File: src/rtl/serial_add_driver.sv
// Parallel-side controller for the bit-serial adder: shifts operands out LSB-first and collects the serial sum.
// Optional carry-out collection is enabled with `define SERIAL_ADD_DRIVER_COUT_EN.
module serial_add_driver #(
    parameter int unsigned WIDTH = 8,
    parameter int unsigned S_LAT = 0
) (
    input  logic             clk,
    input  logic             rst,
    input  logic             start,
    input  logic [WIDTH-1:0] a_in,
    input  logic [WIDTH-1:0] b_in,
    input  logic             s_ser,
    output logic             a_ser,
    output logic             b_ser,
    output logic             ser_en,
    output logic             ser_rst,
    output logic             busy,
    output logic             done,
    output logic [WIDTH-1:0] sum_out,
    output logic             cout
);

`ifdef SERIAL_ADD_DRIVER_COUT_EN
    localparam int unsigned N = WIDTH + 1;
`else
    localparam int unsigned N = WIDTH;
`endif
    localparam int unsigned CW = $clog2(N + S_LAT + 1);

    typedef enum logic [2:0] {IDLE, CLR, SHIFT, DRAIN, DONE} state_t;

    state_t          state;
    logic [N-1:0]    a_sh;
    logic [N-1:0]    b_sh;
    logic [N-2:0]    s_sh;
    logic [CW-1:0]   cnt;
    logic            sample;
    logic            fin;
    logic [N-1:0]    s_nxt;

    // Sum bits lag the operand bits by S_LAT cycles, so sampling starts S_LAT cycles into SHIFT.
    generate
        if (S_LAT == 0) begin : g_comb_sum
            assign sample = (state == SHIFT);
            assign fin    = (state == SHIFT) && (cnt == CW'(N - 1));
        end else begin : g_reg_sum
            assign sample = ((state == SHIFT) && (cnt >= CW'(S_LAT))) || (state == DRAIN);
            assign fin    = (state == DRAIN) && (cnt == CW'(S_LAT - 1));
        end
    endgenerate

    assign s_nxt   = {s_ser, s_sh};
    assign ser_rst = rst | (state == CLR);

    always_ff @(posedge clk) begin
        if (rst) begin
            state   <= IDLE;
            a_ser   <= 1'b0;
            b_ser   <= 1'b0;
            ser_en  <= 1'b0;
            done    <= 1'b0;
            busy    <= 1'b0;
            sum_out <= '0;
            cnt     <= '0;
            a_sh    <= '0;
            b_sh    <= '0;
            s_sh    <= '0;
        end else begin
            done <= 1'b0;
            if (sample) begin
                s_sh <= s_nxt[N-1:1];
            end
            if (fin) begin
                sum_out <= s_nxt[WIDTH-1:0];
                done    <= 1'b1;
                state   <= DONE;
            end
            case (state)
                IDLE: begin
                    if (start) begin
                        a_sh  <= N'(a_in);
                        b_sh  <= N'(b_in);
                        s_sh  <= '0;
                        cnt   <= '0;
                        busy  <= 1'b1;
                        state <= CLR;
                    end
                end
                CLR: begin
                    a_ser  <= a_sh[0];
                    b_ser  <= b_sh[0];
                    a_sh   <= a_sh >> 1;
                    b_sh   <= b_sh >> 1;
                    ser_en <= 1'b1;
                    state  <= SHIFT;
                end
                SHIFT: begin
                    if (cnt == CW'(N - 1)) begin
                        a_ser  <= 1'b0;
                        b_ser  <= 1'b0;
                        ser_en <= 1'b0;
                        cnt    <= '0;
                        if (S_LAT != 0) begin
                            state <= DRAIN;
                        end
                    end else begin
                        a_ser <= a_sh[0];
                        b_ser <= b_sh[0];
                        a_sh  <= a_sh >> 1;
                        b_sh  <= b_sh >> 1;
                        cnt   <= cnt + CW'(1);
                    end
                end
                DRAIN: begin
                    cnt <= cnt + CW'(1);
                end
                DONE: begin
                    busy  <= 1'b0;
                    state <= IDLE;
                end
                default: state <= IDLE;
            endcase
        end
    end

`ifdef SERIAL_ADD_DRIVER_COUT_EN
    // The final sampled bit is the adder's carry out of the top operand bit.
    always_ff @(posedge clk) begin
        if (rst) begin
            cout <= 1'b0;
        end else if (fin) begin
            cout <= s_nxt[N-1];
        end
    end
`else
    assign cout = 1'b0;
`endif

endmodule
File: config.mk
export PLATFORM = sky130hd
export DESIGN_NAME = serial_add_driver
export DESIGN_NICKNAME = d
export VERILOG_FILES = /design/src/rtl/serial_add_driver.sv
export SDC_FILE = /design/constraint.sdc
export NUM_CORES = 1
export LEC_CHECK = 0
export ABC_AREA = 1
export ABC_CLOCK_PERIOD_IN_PS = 2850
export BUFFER_PORTS_ARGS = -buffer_cell sky130_fd_sc_hd__buf_2
export CELL_PAD_IN_SITES_DETAIL_PLACEMENT = 1
export CELL_PAD_IN_SITES_GLOBAL_PLACEMENT = 1
export CORE_MARGIN = 3
export CORE_UTILIZATION = 25
export CTS_CLUSTER_DIAMETER = 60
export DETAILED_ROUTE_END_ITERATION = 10
export PLACE_DENSITY = 0.61
export SLEW_MARGIN = 30
export SYNTH_ARGS = -nofsm -noshare
export SYNTH_HDL_FRONTEND = slang
export SYNTH_SLANG_ARGS = --single-unit
File: constraint.sdc
create_clock -name clk -period 2.85 [get_ports clk]
set_input_delay 0.285 -clock clk [delete_from_list [all_inputs] [get_ports clk]]
set_output_delay 0.285 -clock clk [all_outputs]
set_load 0.01 [all_outputs]
==> results.ini, run 1 <==
[pwr]
clkPwrFrac=0.313
power_leakage_nw=1.097
pwr-share-comb=0.170
p_int_w=0.0008876
p_seq_frac=0.517
totalPowerFinal_w=0.001280
irDropWorstVdd_v=0.0001906
switching_share=0.3069
p_per_area_nw_per_um2=573.0
switchingPower_w=0.0003929

[detailed_routing]
drc_errors=0
drt-initial-drc-count=51
wl_per_cell_um=11.32
wl_um=4744
viasPerCell=4.169
vias=1747
dr.pass1.iters=4
drtAntennaViolNets=0

[clock_network]
cts_buffers=5
cts.path.max_buffers=2
cts_tree=done
cts_root_buf=clkbuf_8
clock_sinks=43
hold_buffers=0
cts_resized=0
cts_setup_buffers=0
clkLatencyLatePin_ns=0.30
cts_max_level=2
clk_pin_slew_ns=0.08

[floorplanning]
die_h_um=93.51
die_w_um=93.51
start_util=0.2611
io_pins=35
fp.dieArea_um2=8743
coreArea_um2=7331
rows=31

[worst_setup_path]
max_stage_delay_ns=0.45
path_cells=ha_1 -> nand2_1 -> nor2_1 -> nand2_2 -> nand3_2 -> nand2_1 -> nand2_1 -> nor2_1
crit_type=reg -> reg
start_kind=register
worst-path-buf-inv=0
cp_max_fo=30
crit_top_cell=nand2_1
cp.depth=8
reg2reg_from=cnt[0]
critPathArrivalTime_ns=1.96
reg2reg_slack_ns=1.13
path_delay_family=simple AND/OR/NAND/NOR gates
endpoint=a_sh[0]
r2r_end=a_sh[0]
r2r_cells=8
cp_slowest_cell=nand3_2
required_ns=3.09
end_kind=register
startpoint=cnt[0]

[logic_synthesis]
yosysWarnings=0
ys_ff_latch=43
synth_nets=310
avgSynthCellArea_um2=6.624
synth.distinct_cells=22
syn_area_um2=1914
synth_cells=289
ys_seq_area_frac=0.4497

[global_routing]
grt_pass1_wl_um=8024
track_usage=0.1165
grt_max_degree=31
grt.overflow.total=0
antenna_found_initial=0
grt_pass1_vias=1711

[sta]
fin_crit_sh=0.6041
relSlewSlack=0.5196
tightest_slew_ns=0.7199
setup-violations-final=0
fmax_ghz=0.5808
finalHoldViolCount=0
fin_crit_ns=1.722
fin_skew_ns=0.008198
slew_viol_final=0
rsz0062_at_grt=false
fin_setup_tns_ns=0

[status]
status=finished, final reports clean

[finish]
fin_area_um2=2235
diodes=0
area_growth_pct=16.73
fill_cells=953
nNetsFinal=340
drive_above_1_share=0.1625

[worst_hold_path]
hp-class=in -> reg

[placement]
place.gp.congestion=0.6972
post-dp-hpwl_um=3322
io_buffers=33
dpl-instance-area_um2=2146

[job]
drv_cap=0

## metrics by stage
stage,instances,setup slack (ns),hold WS [ns],utilization
after CTS,419,1.062,0.1894,0.3048
after floorplan,289,1.559,0.3881,-
after detailed placement,411,1.065,0.4423,0.2927
after global routing,419,0.8720,0.2054,0.3048
after global placement,411,1.049,0.4324,0.2927
final,419,1.128,0.1934,0.3048
## synth_stat cells
master,number,area (um2)
clkinv_1,1,3.750
inv_2,2,7.510
buf_6,1,11.26
nand2_1,115,431.7
nor2_1,36,135.1
inv_1,25,93.84
nand2_2,3,18.77
nand3b_1,1,7.510
o21ai_1,1,5.000
ha_1,1,12.51
o21ai_0,3,15.01
nand3_2,2,20.02
buf_4,4,30.03
conb_1,1,3.750
clkbuf_1,3,11.26
a21oi_1,18,90.09
nor2_4,1,11.26
nor2_2,1,6.260
dfxtp_1,43,860.8
nand3_1,22,110.1
buf_2,4,20.02
xor2_1,1,8.760
## metal layers
| layer | GRT usage | wire, um | vias to the layer above |
|---|---|---|---|
| met1 | 0.1466 | 2237 | 777 |
| li1 | - | - | 938 |
| met3 | 0.04183 | 244 | 5 |
| met5 | 0 | 0 | - |
| met2 | 0.1870 | 2213 | 27 |
| met4 | 0.03297 | 49 | 0 |
## worst min path at each step
stage | startpoint | to | slack, ns | depth (start not counted)
finish | s_ser | sum_out[7] | 0.19 | 3
detailed placement | sum_out[2] | sum_out[2] | 0.44 | 2
floorplan | s_ser | sum_out[7] | 0.39 | 2
global placement | sum_out[4] | sum_out[4] | 0.43 | 2
global route | s_ser | sum_out[7] | 0.21 | 3
CTS | s_ser | sum_out[7] | 0.19 | 3
## cell families after synthesis
| group | synth area share |
|---|---|
| XOR/XNOR | 0.004576 |
| buffers and inverters | 0.09281 |
| AO/OA/AOI/OAI | 0.05751 |
| adder cells (fa/ha/maj) | 0.006535 |
| other | 0.001959 |
| AND/OR/NAND/NOR | 0.3869 |
| flip-flops | 0.4497 |
## cell usage in the layout, fill, tap and decap left out
cell	n
ha_1	1
nand2_1	115
nand3_1	22
nand2_2	3
conb_1	1
a21oi_1	18
o21ai_1	1
nand3b_1	1
nor2_4	1
clkinvlp_4	2
nor2_2	1
clkinv_2	1
clkbuf_8	5
xor2_1	1
buf_2	33
buf_4	2
inv_2	2
o21ai_0	3
inv_1	25
nor2_1	36
nand3_2	2
clkinv_1	1
dfxtp_1	43
## worst register-to-register path, cell delays in order (launching register included)
cell and delay, ns:
dfxtp_1 0.34, ha_1 0.23, nand2_1 0.09, nor2_1 0.07, nand2_2 0.11, nand3_2 0.45
nand2_1 0.19, nand2_1 0.06, nor2_1 0.11
## state kept, by name (all words and copies together), names as in the netlist
register	cells
done	1
busy	1
a_sh	8
ser_en	1
b_ser	1
s_sh	7
b_sh	8
cnt	4
state	3
sum_out	8
a_ser	1
## layout make-up
type / instances / area [um2] / share of cell area
clock buffers: 5 / 68.82 / 0.03080
clock inverters: 3 / 20.02 / 0.008959
inverters: 28 / 105.1 / 0.04703
multi-input cells: 206 / 875.8 / 0.3919
flip-flops and latches: 43 / 860.8 / 0.3852
well taps: 99 / 123.9 / 0.05543
repair buffers: 35 / 180.2 / 0.08063
## power groups by stage
stage / logic [W] / clock network (W) / registers [W]
final: 0.000218 / 0.000400 / 0.000662
after global routing: 0.000259 / 0.000447 / 0.000668
after CTS: 0.000225 / 0.000421 / 0.000663
after detailed placement: 0.000224 / 0 / 0.000677
after global placement: 0.000222 / 0 / 0.000677
after floorplan: 0.000167 / 0 / 0.000675
Note: power is estimated with default switching activity, not from simulation.
==> inputs of run 2 (changes only) <==
--- a/config.mk
+++ b/config.mk
@@ -5,8 +5,8 @@
 export SDC_FILE = /design/constraint.sdc
 export NUM_CORES = 1
 export LEC_CHECK = 0
-export ABC_AREA = 1
-export ABC_CLOCK_PERIOD_IN_PS = 2850
+export ABC_AREA = 0
+export ABC_CLOCK_PERIOD_IN_PS = 1480
 export BUFFER_PORTS_ARGS = -buffer_cell sky130_fd_sc_hd__buf_2
 export CELL_PAD_IN_SITES_DETAIL_PLACEMENT = 1
 export CELL_PAD_IN_SITES_GLOBAL_PLACEMENT = 1
@@ -14,7 +14,7 @@
 export CORE_UTILIZATION = 25
 export CTS_CLUSTER_DIAMETER = 60
 export DETAILED_ROUTE_END_ITERATION = 10
-export PLACE_DENSITY = 0.61
+export PLACE_DENSITY = 0.59
 export SLEW_MARGIN = 30
 export SYNTH_ARGS = -nofsm -noshare
 export SYNTH_HDL_FRONTEND = slang
==> constraint.sdc (replaced) <==
create_clock -name clk -period 1.48 [get_ports clk]
set_input_delay 0.148 -clock clk [delete_from_list [all_inputs] [get_ports clk]]
set_output_delay 0.148 -clock clk [all_outputs]
set_load 0.01 [all_outputs]
==> run 2 against run 1 <==
  * Total power increased by 110%
  * Synthesized cell count decreased by 33%
  * Non-clock buffer count increased by 24
  * Clock skew increased by 0.0025 ns
  * Routed wire length decreased by 1.0%
  * Cell count decreased by 17%
  * Design area increased by 15%
  * Highest routed layer unchanged
  * Clock power increased by 100%
  * Register-to-register slack got worse by 1.2 ns
  * Via count decreased by 10%
  * Largest power group unchanged
  * The run now ends with setup timing left
==> results.ini, run 2 <==
[finish]
multi_input_area_um2=1018  ; +16%
final_cell_mix=41 x dfxtp_1, 33 x buf_2, 24 x mux2i_1, 23 x nor2_1, 16 x buf_4
nNetsFinal=267  ; -21%
final_common_cell=dfxtp_1
fill_cells=880  ; -7.7%
diodes=0  ; unchanged
area_growth_pct=32.99
regArea_um2=865.8  ; +0.58%
finish.utilization=0.3497  ; +0.04491
fin_cells=346  ; -17%
top_regs=a_sh x8, b_sh x8, sum_out x8
drive_above_1_share=0.3927  ; +0.2302

[clock_network]
clock_sinks=43  ; unchanged
clk_pin_slew_ns=0.10  ; +0.02 ns
cts_max_level=2  ; unchanged
cts_tree=done
cts_root_buf=clkbuf_8
cts_buffers=5  ; unchanged
cts.path.max_buffers=2  ; unchanged
clkLatencyLatePin_ns=0.30  ; about the same

[detailed_routing]
wl_um=4696  ; -1.0%
vias=1569  ; -10%
drtAntennaViolNets=0  ; unchanged
dr.pass1.iters=4  ; unchanged
viasPerCell=4.535  ; +8.8%
drt-initial-drc-count=15  ; -71%
wl_per_cell_um=13.57  ; +20%
drc_errors=0  ; unchanged

[sta]
slew_viol_final=0  ; unchanged
fin_skew_ns=0.01067  ; +0.002475 ns
fmax_ghz=0.6422  ; +11%
rsz0062_at_grt=true
setup_slack_ns=-0.07708  ; -1.205 ns
setup-violations-final=16  ; +16
fin_crit_ns=1.557  ; -0.1646 ns
finalHoldViolCount=0  ; unchanged
fin_crit_sh=1.052  ; +0.4480

[worst_setup_path]
reg2reg_from=cnt[1]
max_stage_delay_ns=0.36  ; -0.09 ns
required_ns=1.70  ; -1.39 ns
start_kind=register
end_kind=register
reg2reg_slack_ns=-0.08  ; -1.21 ns
critPathArrivalTime_ns=1.78  ; -0.18 ns
r2r_end=a_sh[6]
cp_max_fo=8  ; -73%
cp_slowest_cell=dfxtp_4
path_cells=ha_4 -> and3b_2 -> a211oi_4 -> buf_6 -> buf_12 -> nor2_4 -> a211oi_2
r2r_cells=7  ; -1
crit_type=reg -> reg

[job]
drv_cap=0  ; unchanged

[floorplanning]
die_w_um=94.05  ; +0.58%
start_util=0.2630  ; +0.001851
coreArea_um2=7370  ; +0.53%
io_pins=35  ; unchanged
die_h_um=94.05  ; +0.58%
rows=31  ; unchanged
fp.dieArea_um2=8844  ; +1.2%

[global_routing]
grt.overflow.total=0  ; unchanged
grt_pass1_wl_um=7969  ; -0.69%
grt_pass1_vias=1648  ; -3.7%
antenna_found_initial=0  ; unchanged
track_usage=0.1138  ; -0.002645
grt_max_degree=22  ; -29%

[placement]
io_buffers=33  ; unchanged
place.gp.congestion=0.7152  ; +2.6%
dp.cells=328  ; -20%
post-dp-hpwl_um=3110  ; -6.4%

[logic_synthesis]
synth_cells=195  ; -33%
ys_seq_area_frac=0.4442  ; -0.005516
ys_ff_latch=43  ; unchanged
synth_nets=216  ; -30%
synth_top_area_cell=dfxtp_1
yosysWarnings=0  ; unchanged
synth_edf_count=0  ; unchanged
syn_area_um2=1938  ; +1.2%
synth_ff_type=dfxtp_1
synth_most_common_cell=dfxtp_1
synth-async-reset-ratio=0  ; unchanged
synth_top_area_frac=0.4442  ; -0.005516
synth.distinct_cells=34  ; +55%
ys_top_cells_by_count=43 x dfxtp_1, 27 x nor2_1, 24 x mux2i_1, 14 x a211oi_2, 14 x a21oi_1
ys_top_cells_by_area=dfxtp_1 44%, mux2i_1 12%, a211oi_2 9.0%
avgSynthCellArea_um2=9.939  ; +50%

[worst_hold_path]
hp-class=in -> reg
holdPathStages=3  ; unchanged
holdPathEnd=sum_out[7]
hold_path.startpoint=s_ser

[pwr]
irDropWorstVdd_v=0.0003992  ; +110%
power_leakage_nw=1.018  ; -7.2%
p_per_area_nw_per_um2=1034  ; +80%

[status]
violations=setup timing
status=complete, but fails checks

run 2: worst max path at each step:
stage | startpoint | endpoint | slack, ns | depth (start not counted)
floorplan | cnt[0] | a_sh[0] | 0.02 | 6
global placement | state[1] | a_sh[7] | -0.02 | 5
CTS | cnt[1] | a_sh[3] | -0.1 | 7
detailed placement | cnt[0] | b_sh[3] | -0.1 | 6
finish | cnt[1] | a_sh[6] | -0.08 | 7
global route | cnt[1] | b_sh[7] | -0.14 | 7
run 2: through the flow:
| stage | hold slack [ns] | total power [W] | setup TNS (ns) | instance area [um2] | worst slack, ns |
|---|---|---|---|---|---|
| 2_1_floorplan | 0.2840 | 0.001649 | 0 | 1942 | 0.01726 |
| 3_3_place_gp | 0.4036 | 0.001771 | -0.2761 | 2293 | -0.02272 |
| 3_5_place_dp | 0.4131 | 0.001783 | -0.9363 | 2293 | -0.09724 |
| 4_1_cts | 0.07720 | 0.002699 | -1.189 | 2526 | -0.09820 |
| 5_1_grt | 0.1023 | 0.002815 | -1.871 | 2577 | -0.1405 |
| 6_report | 0.08991 | 0.002664 | -0.7510 | 2577 | -0.07708 |
run 2: logic make-up (layout without fill, tap and decap cells):
family | count (synthesis) | after routing | synth area share
AND/OR/NAND/NOR | 63 | 63 | 0.1653
AO/OA/AOI/OAI | 47 | 47 | 0.1943
flip-flops | 43 | 43 | 0.4442
multiplexers | 24 | 24 | 0.1240
buffers and inverters | 15 | 67 | 0.05552
adder cells (fa/ha/maj) | 1 | 1 | 0.006455
other | 1 | 1 | 0.001935
XOR/XNOR | 1 | 1 | 0.008395
run 2: what timing repair did:
item                                    CTS  global route
cloned                                    3             0
endpoints found under the setup margin   20            17
endpoints found under the hold margin     0             0
setup buffers                             3             5
pin swaps                                16            10
hold buffers                              0             0
gates resized for setup                  11             8
run 2: power breakdown:
group	leakage, nW	internal [W]	switching [W]
registers	0.353	0.00123	0.0000454
clock network	0.0491	0.000348	0.000453
logic	0.616	0.000310	0.000282
run 2: layout make-up:
| type | count | area share |
|---|---|---|
| Sequential cell | 43 | 0.3359 |
| Tap cell | 99 | 0.04806 |
| Clock inverter | 3 | 0.01019 |
| Timing Repair Buffer | 59 | 0.1840 |
| Clock buffer | 5 | 0.02670 |
| Multi-Input combinational cell | 137 | 0.3951 |
run 2: per-layer routing:
| metal | up-vias | GRT usage | share of wire |
|---|---|---|---|
| met5 | - | 0 | 0 |
| li1 | 786 | - | - |
| met3 | 4 | 0.02644 | 0.036 |
| met1 | 751 | 0.1423 | 0.47 |
| met4 | 0 | 0.02888 | 0.0081 |
| met2 | 28 | 0.1963 | 0.48 |
run 2: worst max-delay path: cells and delay by family (launching register included):
kind	cells	cell delay, ns
fa+ha+maj	1	0.15
buf+inv	2	0.30
compound gates	2	0.41
simple gates	2	0.25
flops	1	0.36
